### src/rtl/buffered_mul_pkg.sv
`default_nettype none
// ============================================================================
// Module   : buffered_mul_pkg
// Purpose  : Shared widths, FSM state encoding and helpers for the
//            multiply-accumulate batch block with taint tracking.
// Revision : 1.0  initial release
// ============================================================================
package buffered_mul_pkg;

    localparam int OPND_W = 4;
    localparam int PROD_W = 8;
    localparam int LEN_W  = 4;
    localparam int SUM_W  = 12;

    typedef enum logic [1:0] {
        ST_IDLE = 2'd0,
        ST_ACC  = 2'd1,
        ST_DONE = 2'd2
    } state_t;

    // Zero-extend a product to the accumulator width.
    function automatic logic [SUM_W-1:0] widen_prod(input logic [PROD_W-1:0] p);
        return {{(SUM_W-PROD_W){1'b0}}, p};
    endfunction

endpackage
`default_nettype wire

### src/rtl/taint_sticky.sv
`default_nettype none
// ============================================================================
// Module   : taint_sticky
// Purpose  : One-bit sticky taint register; OR-accumulates set, cleared by rst.
// Revision : 1.0  initial release
// ============================================================================
module taint_sticky (
    input  logic clk,
    input  logic rst,
    input  logic set,
    output logic q
);

    logic r_q;

    always_ff @(posedge clk) begin
        if (rst) begin
            r_q <= 1'b0;
        end else begin
            r_q <= r_q | set;
        end
    end

    assign q = r_q;

endmodule
`default_nettype wire

### src/rtl/mul_accum_taint.sv
`default_nettype none
// ============================================================================
// Module   : mul_accum_taint
// Purpose  : Accumulates a batch of in_len products into a 12-bit sum and
//            tracks control/data taint alongside the result.
// Revision : 1.0  initial release
// ============================================================================
module mul_accum_taint
    import buffered_mul_pkg::*;
(
    input  logic              clk,
    input  logic              rst,
    input  logic              start,
    input  logic              start_t,
    input  logic [LEN_W-1:0]  in_len,
    input  logic              in_len_t,
    input  logic              in_valid,
    input  logic              in_valid_t,
    input  logic [PROD_W-1:0] in_data,
    input  logic              in_data_t,
    output logic              busy,
    output logic              busy_t,
    output logic              out_valid,
    output logic              out_valid_t,
    output logic [SUM_W-1:0]  out_sum,
    output logic              out_sum_t
);

    state_t             r_state;
    logic [LEN_W-1:0]   r_len_q;
    logic [LEN_W-1:0]   r_cnt;
    logic [SUM_W-1:0]   r_sum;
    logic [LEN_W-1:0]   w_cnt_next;
    logic               w_ctl_t;
    logic               w_sum_t;

    assign w_cnt_next = r_cnt + LEN_W'(1);

    always_ff @(posedge clk) begin
        if (rst) begin
            r_state <= ST_IDLE;
            r_len_q <= '0;
            r_cnt   <= '0;
            r_sum   <= '0;
        end else begin
            case (r_state)
                ST_IDLE: begin
                    if (start) begin
                        r_len_q <= in_len;
                        r_sum   <= '0;
                        r_cnt   <= '0;
                        r_state <= (in_len == '0) ? ST_DONE : ST_ACC;
                    end
                end
                ST_ACC: begin
                    if (in_valid) begin
                        r_sum <= r_sum + widen_prod(in_data);
                        r_cnt <= w_cnt_next;
                        if (w_cnt_next == r_len_q) begin
                            r_state <= ST_DONE;
                        end
                    end
                end
                ST_DONE: begin
                    r_state <= ST_IDLE;
                end
                default: begin
                    r_state <= ST_IDLE;
                end
            endcase
        end
    end

    // Outputs decode registered state only, so they are glitch-free.
    assign busy      = (r_state != ST_IDLE);
    assign out_valid = (r_state == ST_DONE);
    assign out_sum   = r_sum;

    // Data taint never reaches the control taint: data does not steer the FSM.
    taint_sticky u_ctl_t (
        .clk (clk),
        .rst (rst),
        .set (start_t | in_len_t | in_valid_t),
        .q   (w_ctl_t)
    );

    taint_sticky u_sum_t (
        .clk (clk),
        .rst (rst),
        .set (in_data_t | in_valid_t | w_ctl_t),
        .q   (w_sum_t)
    );

    assign busy_t      = w_ctl_t;
    assign out_valid_t = w_ctl_t;
    assign out_sum_t   = w_sum_t;

endmodule
`default_nettype wire

### config.mk
export PLATFORM = sky130hd
export DESIGN_NAME = mul_accum_taint
export DESIGN_NICKNAME = d
export VERILOG_FILES = /design/src/rtl/buffered_mul_pkg.sv /design/src/rtl/taint_sticky.sv /design/src/rtl/mul_accum_taint.sv
export SDC_FILE = /design/constraint.sdc
export NUM_CORES = 1
export LEC_CHECK = 0
export ABC_CLOCK_PERIOD_IN_PS = 3140
export BUFFER_PORTS_ARGS = -buffer_cell sky130_fd_sc_hd__buf_2
export CORE_MARGIN = 2
export CORE_UTILIZATION = 50
export DETAILED_ROUTE_END_ITERATION = 6
export PLACE_DENSITY_LB_ADDON = 0.12
export SLEW_MARGIN = 20
export SYNTH_ARGS = -nofsm -noshare
export SYNTH_HDL_FRONTEND = slang
export SYNTH_HIERARCHICAL = 1
export SYNTH_SLANG_ARGS = --single-unit
### constraint.sdc
create_clock -name clk -period 3.14 [get_ports clk]
set_clock_uncertainty 0.15 [all_clocks]
set_input_delay 0.157 -clock clk [delete_from_list [all_inputs] [get_ports clk]]
set_output_delay 0.157 -clock clk [all_outputs]
set_load 0.01 [all_outputs]
==> summary.txt, run 1 <==
Worst setup path
  – Arrival time at the worst endpoint: 2290 ps
  – Maximum fanout along the worst path: 3
  – CP Launch Type: flip-flop
  – Depth of the most critical reg-to-reg path: 7
  – WS Path Type: reg -> reg
  – Setup crit end kind: flip-flop
  – Critical Path RT: 3190 ps

Final layout
  – Leading cell type in the layout, fill and taps excluded: buf_2
  – Commonest cells after routing, fill and taps aside: buf_2, dfxtp_1, a21oi_1
  – Diode count: 0
  – Layout cells sized above 1: 0.224
  – Fin nets: 241
  – Fin area: 1750 um2
  – Layout area overhead: 20.3%
  – Multi-input gate area: 923 um2
  – Register area: 480 um2
  – Fillers: 248

Placement
  – Placer Congestion: 0.925
  – Port bufs: 36
  – Hpwl dp: 2510 um
  – Cell Area, Placed: 1630 um2

Synthesis
  – Sequential-to-total area share from yosys stat: 0.330
  – Number of synthesized flops with an enable pin: 0
  – Ys flop type: dfxtp_1
  – Dominant cell type by area after synthesis: dfxtp_1
  – Largest cells by area after synthesis: dfxtp_1, ha_1, a21oi_1
  – Synthesized net count: 200
  – Distinct cells, synth: 44
  – Post-Syn Area: 1450 um2
  – Syn Inst Count: 170
  – Asr flop ratio synth: 0
  – Mapped Avg Cell Area: 8.55 um2
  – Register bit total from synthesis: 24
  – Share of Yosys cell area claimed by the top area cell type: 0.330
  – Syn. warnings: 6

CTS
  – TritonCTS clock tree: built
  – Clk buf depth: 2
  – Clock latency on the worst-skew pair: 320 ps
  – Post-CTS setup buffer count: 0
  – Post_cts resized: 0
  – Root Buffer: clkbuf_4
  – Num CTS Buffers: 3
  – H-tree Lvls: 1
  – Clock slew at reported path FFs: 140 ps
  – CTS Sinks: 24

Status
  – Status: completed

Timing
  – F_max: 447 MHz
  – Fin. max-slew vios: 0
  – Rel. slew slack: 0.588
  – Worst slew pin tran: 615 ps
  – Setup_tns: 0 ps
  – Final Cycle Share: 0.713
  – Unrepaired setup endpoints after global routing: false
  – WHS: 29.1 ps
  – Final hold violation count: 0
  – Setup Viol. Count Final: 0
  – Min Clock Period, post-route: 2240 ps

Flow run
  – Total of max-cap violations: 0

Floorplanning
  – Die area: 3360 um2
  – DIE WIDTH: 57.9 um
  – Top Ports: 37
  – Die Height: 57.9 um
  – Initial Util: 0.527
  – Core area: 2760 um2
  – FP Rows: 19

Global route
  – GRT Total Usage: 0.217
  – Largest net degree at the start of global routing: 23
  – Gr ovfl total: 0
  – Global-route wire length before repair: 5740 um
  – Grt met1 use: 0.286
  – Vias in the first global route: 1253
  – Routing usage on met3: 0.0290
  – Most Crowded Layer GR: met2
  – Initial antenna violation count: 0
  – Met2 GRT Util: 0.373

Drt
  – Vias per cell: 5.66
  – First-pass DRT Iterations: 4
  – Total Wirelength: 3450 um
  – Wirelength per Cell: 14.3 um
  – DRT iter0 DRCs: 49
  – Drc violations: 0
  – Antenna-violating nets left: 0
  – Via count: 1364

Power and ir drop
  – Total Power Consumption: 807 uW
  – Maximum VDD drop: 0.401 mV
  – PD cells: 461 nW/um2
  – Pleak: 0.000807 uW

Hold path
  – Hold Path Stages: 3
  – Worst min path class: in -> reg
[Yosys cell counts, types with 2 or more instances]
library cell,n
a2111oi_0,2
a22oi_1,3
xnor2_1,4
o21ai_1,2
o31ai_1,3
clkbuf_1,3
a21o_1,4
nand3_1,6
ha_1,9
o211ai_1,3
o21bai_1,2
o21ba_1,2
nor3_1,2
buf_6,2
a21oi_1,19
a211oi_1,4
and2b_2,2
or3_1,4
nand2b_1,2
nand2_1,17
nor2_1,17
dfxtp_1,24
xor2_1,7
o21ai_0,7
[layer usage]
metal | vias up | routed length, um
met4 | 0 | 46
met5 | - | 0
met1 | 636 | 1690
met3 | 6 | 96
met2 | 26 | 1620
li1 | 696 | -
[cells by family (layout without fill, tap and decap cells)]
| kind of cell | Yosys count | in the layout | share of synthesized area |
|---|---|---|---|
| AO/OA/AOI/OAI | 53 | 53 | 0.233 |
| XOR/XNOR | 11 | 11 | 0.0663 |
| adder cells (fa/ha/maj) | 10 | 10 | 0.0912 |
| buffers and inverters | 8 | 48 | 0.0344 |
| flip-flops | 24 | 24 | 0.330 |
| multiplexers | 1 | 1 | 0.00688 |
| AND/OR/NAND/NOR | 63 | 63 | 0.238 |
[critical path, cell delays in order, from the launching register on]
cell	delay (ps)
dfxtp_1	350
ha_1	220
fa_1	430
a211oi_1	420
o21bai_1	130
a21oi_1	180
xor2_1	170
o31ai_1	70
[worst paths after layout]
kind	start	end	slack, ps
worst min register to register	out_sum[3]	out_sum[3]	330
worst max-delay path	out_sum[0]	out_sum[6]	900
worst max register to register	out_sum[0]	out_sum[6]	900
worst min-delay path	in_valid_t	u_sum_t/q	30
[power breakdown]
part	internal, uW	switching [uW]	total (uW)
Clock	129	95.3	224
Combinational	99.6	134	234
Sequential	326	22.6	348
Total	554	252	807
[stage by stage]
step                worst slack, ps   util  instances
finish                          902  0.634        241
global route                    791  0.634        241
CTS                             903  0.634        241
detailed placement              938  0.590        230
global placement               1030  0.590        230
floorplan                      1090      -        170
[layout make-up]
class / count / area share
Inverter: 1 / 0.00215
Clock inverter: 1 / 0.0172
Sequential cell: 24 / 0.275
Clock buffer: 3 / 0.0129
Multi-Input combinational cell: 138 / 0.528
Timing Repair Buffer: 43 / 0.143
Tap cell: 31 / 0.0222
[flip-flops by register name, indices dropped and copies added, names as in the netlist]
register   flops
out_sum       12
u_ctl_t/q      1
r_cnt          4
u_sum_t/q      1
r_state        2
r_len_q        4
[repair_timing]
item / in CTS / in global routing
setup endpoints to repair: 0 / 0
hold buffers: 7 / 0
hold endpoints to repair: 6 / 0
(Power assumes the default switching activity.)
==> run 2, diff against run 1 <==
- ABC_CLOCK_PERIOD_IN_PS: 3140 -> 1900
- CORE_UTILIZATION: 50 -> 47
- clock period: 3.14 -> 1.9 ns (I/O delays scaled with it)
==> run 2 against run 1 <==
Net effect: maximum frequency increased by 19%; utilization increased by 2.4 points; count of clock-buffer cells in the layout unchanged; die area increased by 5.9%; register-to-register slack got worse by 880 ps; via count increased by 1.8%; global-route usage decreased by 0.96 points; worst setup slack got worse by 880 ps; largest cell class unchanged; sequential power increased by 64%; total power increased by 78%.
==> summary.txt, run 2 (synthesis gave the netlist of run 1 again) <==
Final layout
  – Layout cells sized above 1: 0.339 (+0.115)
  – Diode count: 0 (unchanged)
  – Layout area overhead: 35.9%
  – Commonest cells after routing, fill and taps aside: buf_2, dfxtp_1, nand2_1, a21oi_1, nor2_1
  – Multi-input gate area: 1010 um2 (+9.3%)
  – Fillers: 259 (+4.4%)
  – Max FFs per register: 12 (unchanged)
  – Fin nets: 258 (+7.1%)
  – Register area: 485 um2 (+1.0%)
  – Final core utilization: 0.658 (+0.0236)
  – Leading cell type in the layout, fill and taps excluded: buf_2

Power and ir drop
  – Maximum VDD drop: 0.408 mV (+1.7%)
  – Pleak: 0.000896 uW (+11%)
  – PD cells: 729 nW/um2 (+58%)

Timing
  – Setup ws final: 19.1 ps (-883 ps)
  – Min Clock Period, post-route: 1880 ps (-357 ps)
  – Setup Viol. Count Final: 0 (unchanged)
  – Unrepaired setup endpoints after global routing: true
  – Fin. max-slew vios: 0 (unchanged)
  – Worst slew pin tran: 409 ps (-207 ps)
  – F_max: 532 MHz (+19%)
  – Rel. slew slack: 0.728 (+0.139)
  – Final Cycle Share: 0.990 (+0.277)
  – Final hold violation count: 0 (unchanged)

Drt
  – First-pass DRT Iterations: 4 (unchanged)
  – Drc violations: 0 (unchanged)
  – Antenna-violating nets left: 0 (unchanged)
  – Via count: 1388 (+1.8%)
  – Total Wirelength: 3520 um (+1.9%)
  – Wirelength per Cell: 13.5 um (-5.6%)
  – Vias per cell: 5.34 (-5.7%)
  – DRT iter0 DRCs: 47 (-4.1%)

CTS
  – Clock slew at reported path FFs: 140 ps (about the same)
  – Num CTS Buffers: 3 (unchanged)
  – Root Buffer: clkbuf_4
  – Clock latency on the worst-skew pair: 320 ps (about the same)
  – TritonCTS clock tree: built
  – Clk buf depth: 2 (unchanged)
  – CTS Sinks: 24 (unchanged)
  – H-tree Lvls: 1 (unchanged)

Worst setup path
  – CP Launch Type: flip-flop
  – Arrival time at the worst endpoint: 1940 ps (-350 ps)
  – Setup crit end kind: flip-flop
  – Critical Path RT: 1960 ps (-1230 ps)
  – Maximum fanout along the worst path: 3 (unchanged)
  – WS Path Type: reg -> reg

Global route
  – GRT Total Usage: 0.208 (-0.00960)
  – Routing usage on met3: 0.0284 (-0.000634)
  – Initial antenna violation count: 0 (unchanged)
  – Global-route wire length before repair: 5710 um (-0.59%)
  – Largest net degree at the start of global routing: 23 (unchanged)
  – Gr ovfl total: 0 (unchanged)
  – Vias in the first global route: 1345 (+7.3%)
  – Grt met1 use: 0.265 (-0.0209)
  – Met2 GRT Util: 0.358 (-0.0154)
  – Most Crowded Layer GR: met2

Floorplanning
  – Die Height: 59.6 um (+2.9%)
  – Top Ports: 37 (unchanged)
  – Core area: 3000 um2 (+8.9%)
  – Die area: 3550 um2 (+5.9%)
  – DIE WIDTH: 59.6 um (+2.9%)
  – FP Rows: 20 (+1)
  – Initial Util: 0.484 (-0.0431)

Status
  – Status: completed

Flow run
  – Total of max-cap violations: 0 (unchanged)

Placement
  – Hpwl dp: 2560 um (+1.8%)
  – Pre-CTS setup slack: -3.19 ps (-941 ps)
  – Placer Congestion: 0.895 (-3.2%)
  – Port bufs: 36 (unchanged)

Hold path
  – Worst min path class: in -> reg
[run 2: changes by cell type in the layout (fill, tap and decap cells not counted), moves of 2 or more]
cell and change:
a211oi_1 -2, dlygate4sd3_1 +2, a21oi_2 +2, ha_1 -4
buf_4 +15, dfxtp_1 -2, a21oi_1 -2, ha_4 +3
a2111oi_0 -2
[run 2: final cells by class]
cell class                 count  share of cell area
timing repair buffer          60               0.194
inverter                       1             0.00190
tap                           33              0.0209
multi-input combinational    138               0.511
clock inverter                 1              0.0152
sequential                    24               0.246
clock buffer                   3              0.0114
[run 2: repair_timing]
item,4_1_cts,5_1_grt
hold buffers,9,0
buffers inserted,0,2
endpoints found under the hold margin,8,0
pin swaps,1,9
gates resized for setup,2,17
endpoints found under the setup margin,6,10
cloned,0,0
[run 2: metal layers]
metal | share of wire | routed length (um) | vias up
met2 | 0.50 | 1750 | 31
met1 | 0.45 | 1570 | 627
li1 | - | - | 726
met5 | 0 | 0 | -
met4 | 0.015 | 51 | 0
met3 | 0.042 | 146 | 4
[run 2: through the flow]
stage / hold slack [ps] / TNS [ps] / total power, uW / std cells / cell area [um2]
5_1_grt: 23.6 / -403 / 1530 / 260 / 1980
4_1_cts: 19.5 / 0 / 1410 / 258 / 1890
2_1_floorplan: 81.0 / 0 / 875 / 170 / 1460
6_report: 22.5 / 0 / 1440 / 260 / 1980
3_3_place_gp: 205 / 0 / 1010 / 245 / 1740
3_5_place_dp: 206 / -4.36 / 1020 / 245 / 1740
[run 2: path summary, 6_finish.rpt]
path               from    endpoint  slack [ps]  cells after the start
max          out_sum[0]  out_sum[6]          20                      7
min                 rst    r_cnt[0]          20                      2
max reg2reg  out_sum[0]  out_sum[6]          20                      7
min reg2reg   u_sum_t/q   u_sum_t/q         330                      1
[run 2: critical path, cell delays in order, from the launching register on]
cell and delay, ps:
dfxtp_2 360, ha_4 160, fa_2 360, a211oi_4 250, o21bai_1 100, a21oi_1 150, xor2_1 170, o31ai_1 80
[run 2: where the power goes]
group	internal, uW	total (uW)	switching, uW
combinational	234	490	255
sequential	538	572	33.7
clock	213	378	165
total	986	1440	454
